$ cat config.mk
export PLATFORM = sky130hd
export DESIGN_NAME = ex_muldiv_unit
export DESIGN_NICKNAME = d
export VERILOG_FILES = /design/src/rtl/ex_muldiv_unit.sv
export SDC_FILE = /design/constraint.sdc
export NUM_CORES = 1
export LEC_CHECK = 0
export ABC_AREA = 1
export CAP_MARGIN = 20
export CORE_MARGIN = 5
export CORE_UTILIZATION = 37
export CTS_BUF_LIST = sky130_fd_sc_hd__clkbuf_4
export DETAILED_ROUTE_END_ITERATION = 16
export HOLD_SLACK_MARGIN = 0.05
export PLACE_DENSITY = 0.51
export SYNTH_ARGS = -nofsm -noshare
export SYNTH_HDL_FRONTEND = slang
export SYNTH_SLANG_ARGS = --single-unit
$ cat constraint.sdc
create_clock -name clk_i -period 9.7 [get_ports clk_i]
set_clock_uncertainty 0.2 [all_clocks]
set_input_delay 1.94 -clock clk_i [delete_from_list [all_inputs] [get_ports clk_i]]
set_output_delay 1.94 -clock clk_i [all_outputs]
set_load 0.01 [all_outputs]
$ cat src/rtl/ex_muldiv_unit.sv
// rtl/ex_muldiv_unit.sv - RV32M multiply/divide unit for the EX stage.
// MULDIV_FAST_MUL_EN: single-cycle multiply instead of the 32-step shift-add path.
`timescale 1ns/1ps
module ex_muldiv_unit (
    input  logic        clk_i,
    input  logic        rst_i,
    input  logic        valid_i,
    input  logic [2:0]  funct3_i,
    input  logic [31:0] rs1_value_i,
    input  logic [31:0] rs2_value_i,
    input  logic [4:0]  rd_i,
    input  logic        flush_i,
    input  logic        stall_i,
    output logic        busywait_o,
    output logic [31:0] result_o,
    output logic        result_valid_o,
    output logic [4:0]  rd_o
);

    typedef enum logic [1:0] {IDLE, CALC, DONE} state_e;

    state_e      state_q, state_d;
    logic [4:0]  cnt_q, cnt_d;
    logic [2:0]  op_q, op_d;
    logic [4:0]  rd_q, rd_d;
    logic [31:0] acc_q, acc_d;
    logic [31:0] lo_q, lo_d;
    logic [31:0] opb_q, opb_d;
    logic        neg_a_q, neg_a_d;
    logic        neg_b_q, neg_b_d;
    logic [31:0] result_q, result_d;

    logic        a_signed_in, b_signed_in, neg_a_in, neg_b_in;
    logic [31:0] mag_a_in, mag_b_in;
    logic        div_zero_in, div_ovf_in;
    logic [31:0] special_res;
    logic        fast_take;
    logic [31:0] fast_res;

    // Operand decode: magnitudes and sign flags for the accept cycle
    always_comb begin
        a_signed_in = (funct3_i == 3'd1) || (funct3_i == 3'd2) ||
                      (funct3_i == 3'd4) || (funct3_i == 3'd6);
        b_signed_in = (funct3_i == 3'd1) || (funct3_i == 3'd4) || (funct3_i == 3'd6);
        neg_a_in    = a_signed_in && rs1_value_i[31];
        neg_b_in    = b_signed_in && rs2_value_i[31];
        mag_a_in    = neg_a_in ? (32'd0 - rs1_value_i) : rs1_value_i;
        mag_b_in    = neg_b_in ? (32'd0 - rs2_value_i) : rs2_value_i;
        div_zero_in = funct3_i[2] && (rs2_value_i == 32'd0);
        div_ovf_in  = funct3_i[2] && !funct3_i[0] &&
                      (rs1_value_i == 32'h8000_0000) && (rs2_value_i == 32'hFFFF_FFFF);
        if (div_zero_in)
            special_res = funct3_i[1] ? rs1_value_i : 32'hFFFF_FFFF;
        else
            special_res = funct3_i[1] ? 32'd0 : 32'h8000_0000;
    end

`ifdef MULDIV_FAST_MUL_EN
    logic [63:0] fast_prod, fast_prod_s;
    always_comb begin
        fast_prod   = {32'd0, mag_a_in} * {32'd0, mag_b_in};
        fast_prod_s = (neg_a_in ^ neg_b_in) ? (64'd0 - fast_prod) : fast_prod;
        fast_take   = !funct3_i[2];
        fast_res    = (funct3_i == 3'd0) ? fast_prod_s[31:0] : fast_prod_s[63:32];
    end
`else
    always_comb begin
        fast_take = 1'b0;
        fast_res  = 32'd0;
    end
`endif

    logic [32:0] mul_sum, div_shift, div_trial;
    logic [31:0] step_acc, step_lo;
    logic [63:0] prod, prod_s;
    logic [31:0] quo_s, rem_s, final_res;

    // One iteration: restoring divide (acc = remainder, lo = dividend/quotient)
    // or shift-add multiply (acc = product high, lo = multiplier/product low)
    always_comb begin
        mul_sum   = {1'b0, acc_q} + (lo_q[0] ? {1'b0, opb_q} : 33'd0);
        div_shift = {acc_q, lo_q[31]};
        div_trial = div_shift - {1'b0, opb_q};
        if (op_q[2]) begin
            if (!div_trial[32]) begin
                step_acc = div_trial[31:0];
                step_lo  = {lo_q[30:0], 1'b1};
            end else begin
                step_acc = div_shift[31:0];
                step_lo  = {lo_q[30:0], 1'b0};
            end
        end else begin
            step_acc = mul_sum[32:1];
            step_lo  = {mul_sum[0], lo_q[31:1]};
        end
        prod   = {step_acc, step_lo};
        prod_s = (neg_a_q ^ neg_b_q) ? (64'd0 - prod) : prod;
        quo_s  = (neg_a_q ^ neg_b_q) ? (32'd0 - step_lo) : step_lo;
        rem_s  = neg_a_q ? (32'd0 - step_acc) : step_acc;
        if (op_q[2])
            final_res = op_q[1] ? rem_s : quo_s;
        else
            final_res = (op_q == 3'd0) ? prod_s[31:0] : prod_s[63:32];
    end

    always_comb begin
        state_d    = state_q;
        cnt_d      = cnt_q;
        op_d       = op_q;
        rd_d       = rd_q;
        acc_d      = acc_q;
        lo_d       = lo_q;
        opb_d      = opb_q;
        neg_a_d    = neg_a_q;
        neg_b_d    = neg_b_q;
        result_d   = result_q;
        busywait_o = 1'b0;
        case (state_q)
            IDLE: begin
                if (valid_i && !flush_i) begin
                    busywait_o = 1'b1;
                    op_d       = funct3_i;
                    rd_d       = rd_i;
                    neg_a_d    = neg_a_in;
                    neg_b_d    = neg_b_in;
                    cnt_d      = 5'd0;
                    acc_d      = 32'd0;
                    lo_d       = funct3_i[2] ? mag_a_in : mag_b_in;
                    opb_d      = funct3_i[2] ? mag_b_in : mag_a_in;
                    if (div_zero_in || div_ovf_in) begin
                        result_d = special_res;
                        state_d  = DONE;
                    end else if (fast_take) begin
                        result_d = fast_res;
                        state_d  = DONE;
                    end else begin
                        state_d  = CALC;
                    end
                end
            end
            CALC: begin
                busywait_o = 1'b1;
                acc_d      = step_acc;
                lo_d       = step_lo;
                cnt_d      = cnt_q + 5'd1;
                if (cnt_q == 5'd31) begin
                    result_d = final_res;
                    state_d  = DONE;
                end
            end
            DONE: begin
                if (!stall_i)
                    state_d = IDLE;
            end
            default: state_d = IDLE;
        endcase
        // A flush abandons whatever is in flight; the result register is never consumed
        if (flush_i)
            state_d = IDLE;
    end

    always_ff @(posedge clk_i) begin
        if (rst_i) begin
            state_q  <= IDLE;
            cnt_q    <= 5'd0;
            op_q     <= 3'd0;
            rd_q     <= 5'd0;
            acc_q    <= 32'd0;
            lo_q     <= 32'd0;
            opb_q    <= 32'd0;
            neg_a_q  <= 1'b0;
            neg_b_q  <= 1'b0;
            result_q <= 32'd0;
        end else begin
            state_q  <= state_d;
            cnt_q    <= cnt_d;
            op_q     <= op_d;
            rd_q     <= rd_d;
            acc_q    <= acc_d;
            lo_q     <= lo_d;
            opb_q    <= opb_d;
            neg_a_q  <= neg_a_d;
            neg_b_q  <= neg_b_d;
            result_q <= result_d;
        end
    end

    assign result_o       = result_q;
    assign rd_o           = rd_q;
    assign result_valid_o = (state_q == DONE);

endmodule

==> run summary, run 1 <==
share of layout cells above drive strength 1 = 6.67%
yosys synthesis warning count = 0
Leak Pwr = 9.65 nW
H-tree lvl count = 4
Synth Area in Simple Gates = 42.1%
CP startpoint kind = primary input
final setup fails = 0
Remaining DRCs = 0
Post-Syn Nets = 3,285
Synth Area in Compound Gates = 17.9%
Hold Buf Count CTS = 0
Syn Area/Cell = 5.61 um2
Tightest Pin Transition = 1.18 ns
placed insts = 3,767
Place WS = 2.99 ns
clock sinks = 145
max-cap violations = 0
largest cells by area after synthesis = nand2_1 20%, dfxtp_1 17%, inv_1 9.2%
Top-Level Pins = 116
Resized Gates After CTS = 0
Die Height = 228 um
Hold Path End = cnt_q[3]
share of the synthesized area in the top cell type = 20.0%
ys async rst share = 0%
CTS tree = yes
Routed wire per std cell = 22.5 um
crit path kind = primary input to primary output
Placement Rows = 79
post-synthesis cell type count = 59
Worst Setup End Kind = primary output
status = complete, no violations
Pins Over Slew Limit = 0
Min-Delay Path Class = flop to flop
sequential share of power = 29.0%
Internal = 0.00110 W
initial antenna violation count = 3
final antenna-violating net count = 0
Peak VDD IR = 72.7 uV
Clk pwr share = 19.9%
hpwl dp = 69,400 um
largest area contributor in the netlist = nand2_1
r2r worst-path depth = 27
Tot GR Track Use = 31.8%
Max Freq = 0.148 GHz
R2R setup slack = 4.02 ns
final net count = 3,329
drt total wl = 85,600 um
final worst setup slack = 2.94 ns
M1 GR Usage = 41.1%
crit path time final = 6.76 ns
vias = 20,900
Via density = 5.50
routing usage on met2 = 52.1%
Num CTS Buffers = 17
clock buffer depth = 2
worst-path fanout max = 28
Placer Congestion = 1.02
Crit path required time = 7.56 ns
combinational share of power = 51.1%
post-synthesis sequential area ratio = 16.5%
Yosys reg bits = 145
global-route wire length before repair = 126,000 um
core area = 0.0468 mm2
Die Wd = 228 um
grt ovf = 0
clk_lat worst skew = 0.74 ns
number of cells on the worst hold path = 1
PD cells = 116 mW/mm2
DIE AREA = 0.0520 mm2
Post-Synth Adder-Cell Area = 5.28%
PnR Total Power = 0.00226 W
Fillers = 5,267
Synth Area in XOR/XNOR = 5.78%
endpoints failing hold = 0
Sw Share = 51.3%
Synth Flop Type = dfxtp_1
input/output buffers = 115
M3 GR Usage = 5.19%
# Post-CTS Setup Buffers = 0
vias in the first global route = 19,600
largest net degree at the start of global routing = 90
Psw = 0.00116 W
Root Buffer = clkbuf_4
Syn Std Cell Area = 0.0176 mm2
RSZ-0062 raised after global routing = no
final worst-path cycle share = 69.7%
drt initial violations = 1,978
Post-synth EDFFs = 0
Slew HR = 20.3%
Area Overhead vs Synth = 10.8%
DRT Pass-1 Iters = 6
GR peak layer = met2
cell count after synthesis = 3,135
Hold Startpoint = cnt_q[3]
post-synthesis mux area share = 0%
Reg clk slew, reported paths = 0.15 ns
combinational family with the most area after synthesis = simple AND/OR/NAND/NOR gates
effective utilization at floorplan = 37.6%
non-filler cells, final = 3,800
r2r startpoint = opb_q[24]
setup TNS = 0 ns
r2r endpoint = result_o[30]
CP arrival = 4.62 ns
==> area by class of cell <==
class / count / area, um2 / area share [%]
clock inverter: 15 / 171 / 0.880
clock buffer: 17 / 128 / 0.655
antenna: 1 / 2.50 / 0.0128
multi-input combinational: 2430 / 12500 / 64.2
tap: 607 / 759 / 3.90
timing repair buffer: 139 / 1330 / 6.81
inverter: 446 / 1670 / 8.59
sequential: 145 / 2910 / 14.9
==> sequential cells by signal, summed over array words and instances, names as in the netlist <==
name,cells
cnt_q,5
opb_q,32
rd_o,5
lo_q,32
state_q,2
neg_b_q,1
acc_q,32
result_o,32
neg_a_q,1
op_q,3
==> placed cells by master (no fill, tap or decap), types with 10 or more instances in the layout <==
cell,netlist,routed
a21oi_1,203,203
a221oi_1,16,16
a31oi_1,11,11
buf_4,2,24
clkbuf_4,0,17
clkdlybuf4s50_1,0,114
dfxtp_1,145,144
ha_1,71,71
inv_1,431,430
inv_2,9,11
nand2_1,935,935
nand2_2,50,50
nand2_4,14,14
nand3_1,220,220
nand3_2,13,13
nand3b_1,15,15
nand4_1,30,30
nor2_1,307,303
nor2_2,22,25
nor3_1,39,39
o21ai_0,207,207
o21ai_1,10,10
o21bai_1,12,12
o221ai_1,22,22
o22ai_1,15,15
xnor2_1,31,31
xor2_1,85,85
==> power by group through the flow <==
| stage | registers (W) | clock network [W] | logic, W |
|---|---|---|---|
| 6_report | 0.000654 | 0.000449 | 0.00115 |
| 5_1_grt | 0.000656 | 0.000480 | 0.00126 |
| 4_1_cts | 0.000652 | 0.000465 | 0.00113 |
| 3_5_place_dp | 0.000665 | 0 | 0.00113 |
| 3_3_place_gp | 0.000665 | 0 | 0.00113 |
| 2_1_floorplan | 0.000651 | 0 | 0.000756 |
==> through the flow <==
stage                     cell area (um2)  hold WS, ns  utilization (%)
after floorplan                     17600        0.236                -
after global placement              19200        0.251             41.0
after detailed placement            19200        0.263             41.0
after CTS                           19500        0.283             41.7
after global routing                19500        0.311             41.7
final                               19500        0.279             41.7
==> worst max path at each step <==
stage | slack, ns | end | cells after the start | from
2_1_floorplan | 4.65 | busywait_o | 7 | valid_i
3_3_place_gp | 2.97 | busywait_o | 7 | flush_i
3_5_place_dp | 2.99 | busywait_o | 7 | flush_i
4_1_cts | 2.92 | busywait_o | 7 | flush_i
5_1_grt | 2.85 | busywait_o | 7 | flush_i
6_report | 2.94 | busywait_o | 7 | flush_i
==> metal layers <==
layer | up-vias | part of all wire [%]
met1 | 9747 | 43
met5 | - | 0.032
li1 | 10200 | -
met3 | 156 | 6.4
met4 | 4 | 5.4
met2 | 826 | 45
==> cells by family (layout without fill, tap and decap cells) <==
family | after synthesis | after routing
AOI/OAI and AO/OA | 552 | 552
xor gates and xnor gates | 116 | 116
adders and majority gates | 73 | 73
buffers and inverters | 560 | 617
DFF | 145 | 145
other | 0 | 1
and+or+nand+nor | 1689 | 1689
==> worst max-delay path: stages <==
cell and delay [ns]:
clkdlybuf4s50_1 0.50, nor2_1 0.06, nand2_1 0.07, clkinv_1 0.76, nor2_2 0.37, inv_2 0.28, clkdlybuf4s50_1 0.61
==> synthesized netlist by cell type, types with 22 or more instances <==
library cell    n
nor2_2         22
nand2_1       935
ha_1           71
o221ai_1       22
o21ai_0       207
a21oi_1       203
xor2_1         85
xnor2_1        31
nand4_1        30
nand2_2        50
nor3_1         39
clkbuf_1       74
dfxtp_1       145
inv_1         431
nand3_1       220
nor2_1        307
No activity file was read; power rests on OpenSTA's default activity.
==> run 2, diff against run 1 <==
==> constraint.sdc (replaced) <==
create_clock -name clk_i -period 7.1 [get_ports clk_i]
set_clock_uncertainty 0.2 [all_clocks]
set_input_delay 1.42 -clock clk_i [delete_from_list [all_inputs] [get_ports clk_i]]
set_output_delay 1.42 -clock clk_i [all_outputs]
set_load 0.01 [all_outputs]
==> run summary, run 2 (synthesis results as in run 1) <==
Min Hold Slack = 0.278 ns (-0.00185 ns)
setup TNS = 0 ns (unchanged)
Via density = 5.48 (-0.28%)
endpoints failing hold = 0 (unchanged)
drt total wl = 85,800 um (+0.28%)
core area = 0.0468 mm2 (unchanged)
Hold Buf Count CTS = 0 (unchanged)
CP arrival = 5.90 ns (+1.28 ns)
Root Buffer = clkbuf_4
vias = 20,800 (-0.28%)
max incr delay on CP = 0.48 ns (-0.28 ns)
Placement Rows = 79 (unchanged)
placed insts = 3,767 (unchanged)
grt ovf = 0 (unchanged)
Peak VDD IR = 115 uV (+58%)
# Post-CTS Setup Buffers = 0 (unchanged)
max-cap violations = 0 (unchanged)
Area Overhead vs Synth = 10.7% (about the same)
CTS tree = yes
global-route wire length before repair = 125,000 um (-0.82%)
Die Wd = 228 um (unchanged)
Remaining DRCs = 0 (unchanged)
Worst Setup End Kind = flop
Slew HR = 29.4% (+9.1 points)
status = complete, no violations
commonest non-fill, non-tap cell in the layout = nand2_1
Num CTS Buffers = 17 (unchanged)
PD cells = 157 mW/mm2 (+36%)
Tot GR Track Use = 31.6% (-0.24 points)
clock sinks = 145 (unchanged)
crit path kind = flop to flop
H-tree lvl count = 4 (unchanged)
Placer Congestion = 0.995 (-2.7%)
hpwl dp = 69,400 um (about the same)
Reg clk slew, reported paths = 0.16 ns (about the same)
worst-path fanout max = 32 (+14%)
share of layout cells above drive strength 1 = 6.64% (-0.029 points)
Top-Level Pins = 116 (unchanged)
Resized Gates After CTS = 0 (unchanged)
RSZ-0062 raised after global routing = no
largest net degree at the start of global routing = 74 (-18%)
clock buffer depth = 2 (unchanged)
most frequent cells in the layout = 935 x nand2_1, 430 x inv_1, 303 x nor2_1, 220 x nand3_1, 207 x o21ai_0
Crit path required time = 7.47 ns (-0.09 ns)
input/output buffers = 115 (unchanged)
initial antenna violation count = 2 (-1)
crit path time final = 5.53 ns
Tightest Pin Transition = 1.06 ns (-0.126 ns)
Max Freq = 0.181 GHz
final worst-path cycle share = 77.9%
final net count = 3,329 (unchanged)
Leak Pwr = 9.64 nW (about the same)
vias in the first global route = 19,400 (-1.3%)
Fillers = 5,296 (+0.55%)
Min-Delay Path Class = flop to flop
Slowest-stage cell, CP = dfxtp_1
Routed wire per std cell = 22.6 um (+0.28%)
drt initial violations = 2,145 (+8.4%)
Pins Over Slew Limit = 0 (unchanged)
non-filler cells, final = 3,800 (unchanged)
CP startpoint kind = flop
Die Height = 228 um (unchanged)
clk_lat worst skew = 0.72 ns (-0.02 ns)
DRT Pass-1 Iters = 6 (unchanged)
final setup fails = 0 (unchanged)
most frequent cell on the critical path = nand2_1
final antenna-violating net count = 0 (unchanged)
effective utilization at floorplan = 37.6% (unchanged)
DIE AREA = 0.0520 mm2 (unchanged)
## run 2: worst paths after layout
path            start           to  slack (ns)  cells past startpoint
max          opb_q[0]  result_o[6]        1.57                     30
min          cnt_q[3]     cnt_q[3]        0.28                      1
max reg2reg  opb_q[0]  result_o[6]        1.57                     30
min reg2reg  cnt_q[3]     cnt_q[3]        0.28                      1
## run 2: metal layers
layer	vias to the layer above	part of all wire [%]	GRT usage, %
met5	-	0	0
met4	0	5.2	15.2
met3	155	6.3	4.22
met2	850	47	53.6
met1	9663	41	39.7
li1	10200	-	-
## run 2: final cells by class
type                    count  area (um2)  area share, %
multi-input cells        2430       12500           64.2
flip-flops and latches    145        2910           14.9
inverters                 446        1670           8.60
repair buffers            139        1330           6.81
well taps                 607         759           3.90
clock inverters            13         155          0.797
clock buffers              18         135          0.694
diodes                      2        5.00         0.0257
## run 2: stage by stage
stage                     worst slack, ns  instance area [um2]  power, W  util, %
after floorplan                      3.07                17600   0.00192        -
after global routing                 1.20                19500   0.00324     41.7
final                                1.57                19500   0.00306     41.7
after CTS                            1.66                19500   0.00305     41.6
after detailed placement             1.20                19200   0.00244     41.0
after global placement               1.30                19200   0.00243     41.0
## run 2: power breakdown
| part | internal [W] | total (W) | switching, W |
|---|---|---|---|
| Clock | 0.000218 | 0.000615 | 0.000397 |
| Combinational | 0.000460 | 0.00155 | 0.00109 |
| Sequential | 0.000852 | 0.000902 | 0.0000507 |
## run 2: worst max-delay path, delay by kind of cell, from the launching register on
kind	cells	cell delay (ns)
compound gates	4	0.71
fa+ha+maj	3	0.90
buf+inv	2	0.25
flops	1	0.48
simple gates	21	2.82
==> run 3, diff against run 2 <==
--- a/config.mk
+++ b/config.mk
@@ -12,7 +12,7 @@
 export CTS_BUF_LIST = sky130_fd_sc_hd__clkbuf_4
 export DETAILED_ROUTE_END_ITERATION = 16
 export HOLD_SLACK_MARGIN = 0.05
-export PLACE_DENSITY = 0.51
+export PLACE_DENSITY = 0.53
 export SYNTH_ARGS = -nofsm -noshare
 export SYNTH_HDL_FRONTEND = slang
 export SYNTH_SLANG_ARGS = --single-unit
==> constraint.sdc (replaced) <==
create_clock -name clk_i -period 4.6 [get_ports clk_i]
set_clock_uncertainty 0.2 [all_clocks]
set_input_delay 0.92 -clock clk_i [delete_from_list [all_inputs] [get_ports clk_i]]
set_output_delay 0.92 -clock clk_i [all_outputs]
set_load 0.01 [all_outputs]
==> run summary, run 3 (synthesis results as in run 1) <==
CP arrival = 4.88 ns (-1.02 ns)
vias = 22,200 (+6.3%)
Crit path required time = 5.06 ns (-2.41 ns)
core area = 0.0468 mm2 (unchanged)
max-cap violations = 0 (unchanged)
most frequent cells in the layout = 926 x nand2_1, 420 x inv_1, 300 x nor2_1, 225 x buf_4, 218 x nand3_1
clk_lat worst skew = 0.76 ns (+0.04 ns)
effective utilization at floorplan = 37.6% (unchanged)
Num CTS Buffers = 17 (unchanged)
final antenna-violating net count = 0 (unchanged)
Die Height = 228 um (unchanged)
DRT Pass-1 Iters = 6 (unchanged)
R2R setup slack = 0.18 ns (-1.39 ns)
PnR Total Power = 0.00500 W (+63%)
Slowest-stage cell, CP = dfxtp_2
worst-path fanout max = 4 (-88%)
max incr delay on CP = 0.37 ns (-0.11 ns)
hpwl dp = 75,200 um (+8.4%)
crit path kind = flop to flop
share of layout cells above drive strength 1 = 14.5% (+7.9 points)
Worst Setup End Kind = flop
final net count = 3,535 (+6.2%)
Hold Startpoint = cnt_q[4]
Via density = 5.53 (+0.82%)
clock buffer depth = 2 (unchanged)
Routed wire per std cell = 23.0 um (+1.7%)
H-tree lvl count = 4 (unchanged)
Die Wd = 228 um (unchanged)
clock sinks = 145 (unchanged)
Hold Path End = cnt_q[4]
Peak VDD IR = 152 uV (+32%)
Min-Delay Path Class = flop to flop
r2r worst-path depth = 30 (unchanged)
PD cells = 233 mW/mm2 (+48%)
status = complete, no violations
drt initial violations = 2,334 (+8.8%)
Tightest Pin Transition = 1.03 ns (-0.0275 ns)
grt ovf = 0 (unchanged)
CTS tree = yes
Leak Pwr = 10.7 nW (+11%)
initial antenna violation count = 2 (unchanged)
Tot GR Track Use = 34.0% (+2.4 points)
Top-Level Pins = 116 (unchanged)
endpoints failing hold = 0 (unchanged)
Reg clk slew, reported paths = 0.17 ns (about the same)
r2r endpoint = result_o[28]
Placer Congestion = 1.00 (+0.91%)
largest net degree at the start of global routing = 72 (-2.7%)
Max Freq = 0.226 GHz (+25%)
post-route cell area = 0.0215 mm2 (+10%)
number of cells on the worst hold path = 2 (+1)
cell area after placement = 0.0207 mm2 (+7.9%)
commonest non-fill, non-tap cell in the layout = nand2_1
input/output buffers = 115 (unchanged)
most frequent cell on the critical path = nand2_1
global-route wire length before repair = 134,000 um (+7.2%)
crit path time final = 4.42 ns (-1.11 ns)
DIE AREA = 0.0520 mm2 (unchanged)
Pins Over Slew Limit = 0 (unchanged)
Hold Buf Count CTS = 0 (unchanged)
Root Buffer = clkbuf_4
Slew HR = 31.3% (+1.8 points)
r2r startpoint = opb_q[22]
Fillers = 5,172 (-2.3%)
final worst-path cycle share = 96.0% (+18 points)
drt total wl = 92,100 um (+7.2%)
vias in the first global route = 20,800 (+7.5%)
Placement Rows = 79 (unchanged)
Remaining DRCs = 0 (unchanged)
final setup fails = 0 (unchanged)
Area Overhead vs Synth = 22.0%
CP startpoint kind = flop
-- run 3: cell count changes in the layout (fill, tap and decap cells not counted), moves of 10 or more --
cell | previous run | this run
buf_4 | 24 | 225
dfxtp_1 | 143 | 122
ha_1 | 71 | 51
dfxtp_2 | 1 | 20
ha_4 | 0 | 17
inv_1 | 430 | 420
-- run 3: how the worst max path moves through the flow --
stage,start,endpoint,slack [ns],depth (start not counted)
after floorplan,lo_q[31],result_o[30],0.57,34
after global placement,lo_q[0],result_o[27],0.08,23
after detailed placement,lo_q[0],result_o[27],0.02,26
after CTS,lo_q[0],result_o[27],0.02,23
after global routing,opb_q[22],result_o[16],-0.05,27
final,opb_q[22],result_o[28],0.18,30
-- run 3: final cells by class --
cell class                      instances  area, um2  share of cell area (%)
Antenna cell                            2       5.00                  0.0233
Clock buffer                           18        135                   0.630
Clock inverter                         14        103                   0.478
Inverter                              446       1680                    7.82
Multi-Input combinational cell       2430      12900                    60.1
Sequential cell                       145       2940                    13.7
Tap cell                              607        759                    3.54
Timing Repair Buffer                  345       2940                    13.7
-- run 3: routing by layer --
layer,track usage [%],wire length (um)
met1,41.6,37000
met2,55.1,41500
met3,6.80,7010
met4,20.6,6500
met5,0,0
-- run 3: worst max-delay path: cells and delay by family (launching register included) --
kind | cells | cell delay, ns
compound gates | 3 | 0.47
fa+ha+maj | 2 | 0.47
buf+inv | 3 | 0.34
flops | 1 | 0.37
simple gates | 22 | 2.45
-- run 3: what timing repair did --
item / in CTS / in global routing
resized for setup: 1 / 96
pin swaps: 0 / 27
setup endpoints to repair: 1 / 27
endpoints found under the hold margin: 0 / 0
buffers inserted: 0 / 13
-- run 3: where the power goes --
group          total [W]  internal (W)  switching [W]
Clock           0.000851      0.000225       0.000626
Combinational    0.00279      0.000921        0.00187
Sequential       0.00137       0.00132      0.0000507
Total            0.00500       0.00246        0.00254
-- run 3: per-stage QoR --
| step | cells | util, % | worst slack (ns) | setup TNS [ns] | hold slack [ns] |
|---|---|---|---|---|---|
| 2_1_floorplan | 3135 | - | 0.570 | 0 | 0.236 |
| 3_3_place_gp | 3960 | 44.3 | 0.0816 | 0 | 0.254 |
| 3_5_place_dp | 3960 | 44.3 | 0.0189 | 0 | 0.265 |
| 4_1_cts | 3992 | 44.8 | 0.0199 | 0 | 0.286 |
| 5_1_grt | 4007 | 45.9 | -0.0524 | -0.140 | 0.310 |
| 6_report | 4007 | 45.9 | 0.184 | 0 | 0.279 |
